===== config.mk =====
export PLATFORM = sky130hd
export DESIGN_NAME = shift_reg_piso_tx
export DESIGN_NICKNAME = d
export VERILOG_FILES = /design/src/rtl/shift_reg_piso_tx_pkg.sv /design/src/rtl/shift_reg_piso_tx.sv
export SDC_FILE = /design/constraint.sdc
export NUM_CORES = 1
export LEC_CHECK = 0
export BUFFER_PORTS_ARGS = -buffer_cell sky130_fd_sc_hd__buf_2
export CORE_UTILIZATION = 35
export CTS_CLUSTER_DIAMETER = 200
export DETAILED_ROUTE_END_ITERATION = 16
export GPL_TIMING_DRIVEN = 0
export PLACE_DENSITY = 0.56
export SLEW_MARGIN = 20
export SYNTH_ARGS = -nofsm -noshare
export SYNTH_HDL_FRONTEND = slang
export SYNTH_SLANG_ARGS = --single-unit

===== constraint.sdc =====
create_clock -name clk -period 2.5 [get_ports clk]
set_input_delay 0.5 -clock clk [delete_from_list [all_inputs] [get_ports clk]]
set_output_delay 0.5 -clock clk [all_outputs]
set_load 0.02 [all_outputs]

===== src/rtl/shift_reg_piso_tx_pkg.sv =====
`default_nettype none
// ============================================================================
// Module   : shift_reg_piso_tx_pkg
// Purpose  : Shared state encoding and sizing helpers for the PISO transmitter.
// Revision : 1.0  initial release
// ============================================================================
package shift_reg_piso_tx_pkg;

  // FSM encoding, explicit 2-bit width
  typedef enum logic [1:0] {
    ST_IDLE  = 2'd0,
    ST_SHIFT = 2'd1,
    ST_GAP   = 2'd2
  } piso_state_e;

  // Number of sdo_valid cycles per word (data bits plus optional parity bit)
  function automatic int frame_len(input int width, input bit parity_en);
    return parity_en ? width + 1 : width;
  endfunction

  // Bits needed to count up to max_val inclusive, never less than one bit
  function automatic int cnt_width(input int max_val);
    return (max_val < 1) ? 1 : $clog2(max_val + 1);
  endfunction

endpackage : shift_reg_piso_tx_pkg
`default_nettype wire


===== src/rtl/shift_reg_piso_tx.sv =====
`default_nettype none
// ============================================================================
// Module   : shift_reg_piso_tx
// Purpose  : Parallel-in serial-out transmitter. Accepts a WIDTH-bit word on a
//            valid/ready handshake, shifts it out one bit per clk with
//            sdo_valid framing, pulses done on the final bit, then holds off
//            for GAP_CYCLES idle cycles.
// Options  : define PISO_PARITY_EN to append an even-parity bit to each frame.
// Revision : 1.0  initial release
// ============================================================================
module shift_reg_piso_tx
  import shift_reg_piso_tx_pkg::*;
#(
  parameter int WIDTH      = 4,
  parameter int GAP_CYCLES = 1,
  parameter int MSB_FIRST  = 1
) (
  input  logic             clk,
  input  logic             reset,
  input  logic [WIDTH-1:0] din,
  input  logic             din_valid,
  output logic             din_ready,
  output logic             sdo,
  output logic             sdo_valid,
  output logic             busy,
  output logic             done
);

`ifdef PISO_PARITY_EN
  localparam bit PARITY_EN = 1'b1;
`else
  localparam bit PARITY_EN = 1'b0;
`endif

  localparam int FRAME_LEN = frame_len(WIDTH, PARITY_EN);
  localparam int CNT_W     = cnt_width(FRAME_LEN);
  localparam int GAP_W     = cnt_width(GAP_CYCLES);

  localparam logic [CNT_W-1:0] LAST_CNT = CNT_W'(FRAME_LEN);
  localparam logic [GAP_W-1:0] GAP_LAST = GAP_W'(GAP_CYCLES);

  piso_state_e      state;
  logic [WIDTH-1:0] shreg;     // bits still to be sent, head at the send end
  logic [CNT_W-1:0] bit_cnt;   // frame bits already presented on sdo, incl. current
  logic [GAP_W-1:0] gap_cnt;   // idle cycles spent in GAP, incl. current

`ifdef PISO_PARITY_EN
  logic             parity_bit;  // even parity of the captured word
`endif

  logic             last_bit;
  logic             accept;
  logic             first_bit;
  logic             shreg_head;
  logic             next_bit;
  logic [WIDTH-1:0] din_rest;
  logic [WIDTH-1:0] shreg_rest;
  logic [CNT_W-1:0] bit_cnt_inc;

  // Bit-order steering: the first bit leaves straight from din at load time,
  // the remaining bits wait in shreg with the next one at the send end.
  assign first_bit  = (MSB_FIRST != 0) ? din[WIDTH-1]   : din[0];
  assign shreg_head = (MSB_FIRST != 0) ? shreg[WIDTH-1] : shreg[0];
  assign din_rest   = (MSB_FIRST != 0) ? (din << 1)     : (din >> 1);
  assign shreg_rest = (MSB_FIRST != 0) ? (shreg << 1)   : (shreg >> 1);

  assign bit_cnt_inc = bit_cnt + CNT_W'(1);

  // The cycle in which sdo carries the final frame bit
  assign last_bit = (state == ST_SHIFT) && (bit_cnt == LAST_CNT);

  // Parity follows the last data bit when enabled
`ifdef PISO_PARITY_EN
  assign next_bit = (bit_cnt == CNT_W'(WIDTH)) ? parity_bit : shreg_head;
`else
  assign next_bit = shreg_head;
`endif

  // Ready in IDLE; with no gap also in the last-bit cycle so words can chain
  always_comb begin
    din_ready = 1'b0;
    if (!reset) begin
      if (state == ST_IDLE) begin
        din_ready = 1'b1;
      end else if ((GAP_CYCLES == 0) && last_bit) begin
        din_ready = 1'b1;
      end
    end
  end

  assign accept = din_valid && din_ready;

  // Transmitter FSM with registered serial outputs
  always_ff @(posedge clk) begin
    if (reset) begin
      state      <= ST_IDLE;
      shreg      <= '0;
      bit_cnt    <= '0;
      gap_cnt    <= '0;
      sdo        <= 1'b0;
      sdo_valid  <= 1'b0;
      busy       <= 1'b0;
      done       <= 1'b0;
`ifdef PISO_PARITY_EN
      parity_bit <= 1'b0;
`endif
    end else if (accept) begin
      // Load: first bit goes out next cycle, whether from IDLE or chained
      state      <= ST_SHIFT;
      shreg      <= din_rest;
      bit_cnt    <= CNT_W'(1);
      gap_cnt    <= '0;
      sdo        <= first_bit;
      sdo_valid  <= 1'b1;
      busy       <= 1'b1;
      done       <= 1'b0;
`ifdef PISO_PARITY_EN
      parity_bit <= ^din;
`endif
    end else begin
      done <= 1'b0;
      case (state)
        ST_IDLE: begin
          sdo       <= 1'b0;
          sdo_valid <= 1'b0;
          busy      <= 1'b0;
        end

        ST_SHIFT: begin
          if (!last_bit) begin
            sdo     <= next_bit;
            shreg   <= shreg_rest;
            bit_cnt <= bit_cnt_inc;
            done    <= (bit_cnt_inc == LAST_CNT);
          end else if (GAP_CYCLES > 0) begin
            state     <= ST_GAP;
            bit_cnt   <= '0;
            gap_cnt   <= GAP_W'(1);
            sdo       <= 1'b0;
            sdo_valid <= 1'b0;
          end else begin
            state     <= ST_IDLE;
            bit_cnt   <= '0;
            sdo       <= 1'b0;
            sdo_valid <= 1'b0;
            busy      <= 1'b0;
          end
        end

        ST_GAP: begin
          if (gap_cnt == GAP_LAST) begin
            state   <= ST_IDLE;
            gap_cnt <= '0;
            busy    <= 1'b0;
          end else begin
            gap_cnt <= gap_cnt + GAP_W'(1);
          end
        end

        default: begin
          state     <= ST_IDLE;
          bit_cnt   <= '0;
          gap_cnt   <= '0;
          sdo       <= 1'b0;
          sdo_valid <= 1'b0;
          busy      <= 1'b0;
        end
      endcase
    end
  end

endmodule : shift_reg_piso_tx
`default_nettype wire


# Yosys cells after proc, flatten, opt, wreduce, memory -nomap -nowiden

Cells that the tools add are included.

Flip-flop bits (word level): 13
Input port bits: 7
Output and inout port bits: 5
Word-level logic and storage cells: 64

Add/subtract/negate cells: 2
Equality and inequality tests: 13
Muxes and demuxes: 24
Bitwise gates (word level): 2
Reduce and logical (&&, ||, !) cells: 13

Operators with widths:

| cell                                                 | count |
|---|---|
| two-way mux 1 bit                                    | 12 |
| two-way mux 4 bit                                    | 3 |
| != test 2 bit (second input constant)                | 5 |
| AND reduction 2 bit                                  | 4 |
| equality test 3 bit (second input constant)          | 2 |
| != test 3 bit (second input constant)                | 2 |
| one-hot mux 1 bit (2 select lines)                   | 3 |
| one-hot mux 2 bit (3 select lines)                   | 1 |
| one-hot mux 3 bit (2 select lines)                   | 1 |
| AND reduction 3 bit                                  | 2 |
| two-way mux 2 bit                                    | 2 |
| != test 2 x 1 -> 1 bit (second input constant)       | 2 |
| OR reduction 2 bit                                   | 2 |
| OR reduction 4 bit                                   | 1 |
| adder 3 x 1 -> 3 bit (second input constant)         | 1 |
| two-way mux 3 bit                                    | 1 |
| one-hot mux 1 bit (3 select lines)                   | 1 |
| equality test 2 x 1 -> 1 bit (second input constant) | 1 |
| equality test 2 bit (second input constant)          | 1 |
| logical AND 1 bit                                    | 2 |
| logical NOT 2 bit                                    | 1 |
| NOT 1 bit                                            | 2 |
| nonzero test 2 bit                                   | 1 |
| adder 1 bit (second input constant)                  | 1 |

# Logic depth before layout (Yosys ltp)

Depth in word-level cells: 6
Mapped depth: 7

# Worst setup path before layout

Ideal clock, no wire load.

Path kind: reg2out
Start point: register state[0]
End point: output din_ready
Arrival time: 1031 ps
Path slack: 969 ps
Stages on the path, launching flop included: 6
Path buffers: 1
Cell sequence: dfxtp_1 -> inv_1 -> ha_1 -> buf_6 -> inv_1 -> nor2_1

Word-level cells in the longest chain between the ends: 3

Ends and longest elaborated chain:

| what                   | RTL line                 | text |
|---|---|---|
| from (decl)            | shift_reg_piso_tx.sv:42  | `piso_state_e state;` |
| from (signal assigned) | shift_reg_piso_tx.sv:96  | `state <= ST_IDLE;` |
| from (signal assigned) | shift_reg_piso_tx.sv:109 | `state <= ST_SHIFT;` |
| from (signal assigned) | shift_reg_piso_tx.sv:136 | `state <= ST_GAP;` |
| logical NOT 2 bit      | shift_reg_piso_tx.sv:83  | `if (state == ST_IDLE) begin` |
| two-way mux 1 bit      | shift_reg_piso_tx.sv:83  |  |
| two-way mux 1 bit      | shift_reg_piso_tx.sv:82  | `if (!reset) begin` |
| to (decl)              | shift_reg_piso_tx.sv:22  | `output logic din_ready,` |

Every way passes these cells.

# Worst setup path after layout

Same ends and word-level chain as after synthesis.

==> impl_results.md <==
- Iter 0 DRT Violations: 17
- Core area: 0.00180 mm^2
- Clock skew: 0.00443 ns
- CP top delay family: buffers and inverters
- Clock tree buffer depth: 2
- WP data arrival: 1.40 ns
- Syn_area_per_cell: 8.90 um^2
- Ranking of synthesized cells by area: dfxtp_1 (37%), ha_1 (14%), nand2_1 (4.9%)
- Placement Rows: 15
- Synth area leader: dfxtp_1
- Tcrit/Tclk final: 75.8%
- Port bufs: 11
- Syn_nets: 93
- Total wire length: 1330 um
- Vias per cell: 4.92
- CTS H-tree lvls: 1
- Post-Synthesis Cell Area: 694 um^2
- Clock buffer count from CTS: 3
- Layout area overhead: 16.4%
- Layout Cells excl Fill: 118
- Final TNS setup: 0 ns
- Crit start category: flop
- # fillers: 205
- Post-synthesis cell count: 78
- Required time of the critical path: 2.00 ns
- Placed instance count: 114
- Maxcap violations: 0
- Final instance area: 808 um^2
- DR DRC count: 0
- Worst-path cell chain: inv_1 > ha_1 > buf_6 > inv_1 > nor2_1 > buf_2
- Initial core utilization: 38.5%
- Total track usage: 14.5%
- Most frequent cells in the layout: dfxtp_1 (13), buf_2 (12), nand2_1 (9), ha_1 (8), inv_1 (7)
- Power density cells: 594 mW/mm^2
- Clk slew on worst S/H paths: 0.08 ns
- Total iterations of the first detailed-routing run: 4
- Slew HR: 79.7%
- DIE AREA: 0.00217 mm^2
- CP endpoint kind: primary output
- Crit path largest cell delay: 0.39 ns
- R2R depth: 5
- Final hold violations: 0
- First-pass GRT wire length: 2210 um
- Post-CTS Resized: 0
- Commonest non-fill, non-tap cell in the layout: dfxtp_1
- Number of distinct library cells after synthesis: 26
- RSZ-0062 raised after global routing: no
- Final min period: 1.90 ns
- Setup violations, final: 0
- Fin. max-slew vios: 0
- I/O pin total: 12
- Worst slew pin tran: 0.302 ns
- Worst path slowest cell: dfxtp_1
- Crit path max fanout: 10
- Die Span Y: 46.5 um
- R2R Setup Slk: 0.99 ns
- Top-area cell type share of the netlist area: 37.5%
- Critical path class: flop to primary output
- Post-synthesis sequential area ratio: 37.5%
- Hold Path Stages: 3
- Largest net degree at the start of global routing: 11
- Crit path depth: 6
- GPL Wtd Cong: 0.802
- Crit-path most repeated cell: inv_1
- Root buffer cell: clkbuf_4
- Via count: 580
- CTS Sinks: 13
- Die Width: 46.5 um
- Hold WC Path Type: input pin to flop
- DR WL/cell: 11.2 um
- CTS tree: done
- Post-route ant nets: 0
- Skew-Pair Late Insertion Delay: 0.28 ns
- Post-CTS Setup Bufs: 0
- Vias in the first global route: 503
- CTS Hold Bufs: 0
- Placement Cell Area: 781 um^2
- Share of cells above drive strength 1: 24.7%
- Initial antenna violation count: 0
- P_leak: 0.344 nW
- CP bufs+invs: 4
- Total global routing overflow: 0
- Worst vdd ir: 0.432 mV
- Seq cells post-synth: 13
- Detailed Place HPWL: 954 um
- F_max: 527 MHz
- Final #Nets: 109
- N_diodes: 0
- Outcome: finished clean
- Synthesis warning total: 0
final timing paths:
kind | start | endpoint
worst min-delay path | din[0] | shreg[1]
worst max register to register | state[1] | state[1]
worst max-delay path | state[0] | din_ready
worst min register to register | bit_cnt[1] | bit_cnt[1]
cell families (layout without fill, tap and decap cells):
kind of cell	after synthesis	after routing	synth area share (%)
simple gates	27	27	20.0
compound gates	19	19	19.5
flops	13	13	37.5
buf+inv	10	25	7.21
fa+ha+maj	8	8	14.4
mux	1	1	1.44
flip-flops by register name (all words and copies together) (netlist names):
| register | cells |
|---|---|
| bit_cnt | 3 |
| busy | 1 |
| done | 1 |
| gap_cnt | 1 |
| sdo | 1 |
| sdo_valid | 1 |
| shreg | 3 |
| state | 2 |
cells in the mapped netlist, drive strengths merged:
cell      n
o2111ai   1
inv       7
nand3     2
dfxtp    13
o31ai     1
nor3      2
and3      1
a311oi    2
mux2i     1
buf       3
or2       2
ha        8
nor2      5
a21bo     1
a21boi    1
nand3b    1
a21oi     4
a21o      1
nand4b    3
o21ai     5
a31oi     2
nor2b     2
nand2     9
a22oi     1
report_power, final:
| part | switching (mW) | internal [mW] |
|---|---|---|
| sequential | 0.00910 | 0.222 |
| clock | 0.0720 | 0.0593 |
| combinational | 0.0687 | 0.0491 |
| total | 0.150 | 0.330 |
worst min-delay path: cells and delay by family:
kind,cells,cell delay (ns)
compound gates,1,0.07
buf+inv,2,0.12
area by class of cell:
class / instances / area [um^2] / area share, %
Clock inverter: 1 / 5.00 / 0.619
Tap cell: 25 / 31.3 / 3.87
Timing Repair Buffer: 11 / 55.1 / 6.81
Sequential cell: 13 / 260 / 32.2
Clock buffer: 3 / 22.5 / 2.79
Buffer: 3 / 23.8 / 2.94
Multi-Input combinational cell: 55 / 384 / 47.5
Inverter: 7 / 26.3 / 3.25
stage by stage:
stage / utilization [%] / power (mW) / setup WS, ns / hold WS (ns)
global placement: 43.3 / 0.352 / 0.928 / 0.454
global route: 44.9 / 0.511 / 0.522 / 0.479
CTS: 44.9 / 0.487 / 0.605 / 0.459
floorplan: - / 0.322 / 0.969 / 0.447
finish: 44.9 / 0.480 / 0.604 / 0.466
detailed placement: 43.3 / 0.353 / 0.927 / 0.467
routing by layer:
layer  vias to the layer above  GRT usage (%)  wire (um)
li1                        302              -          -
met3                         0           6.27         58
met5                         -              0          0
met2                         9           21.1        611
met1                       269           20.0        656
met4                         0           1.76          0
No activity file was read; power rests on OpenSTA's default activity.
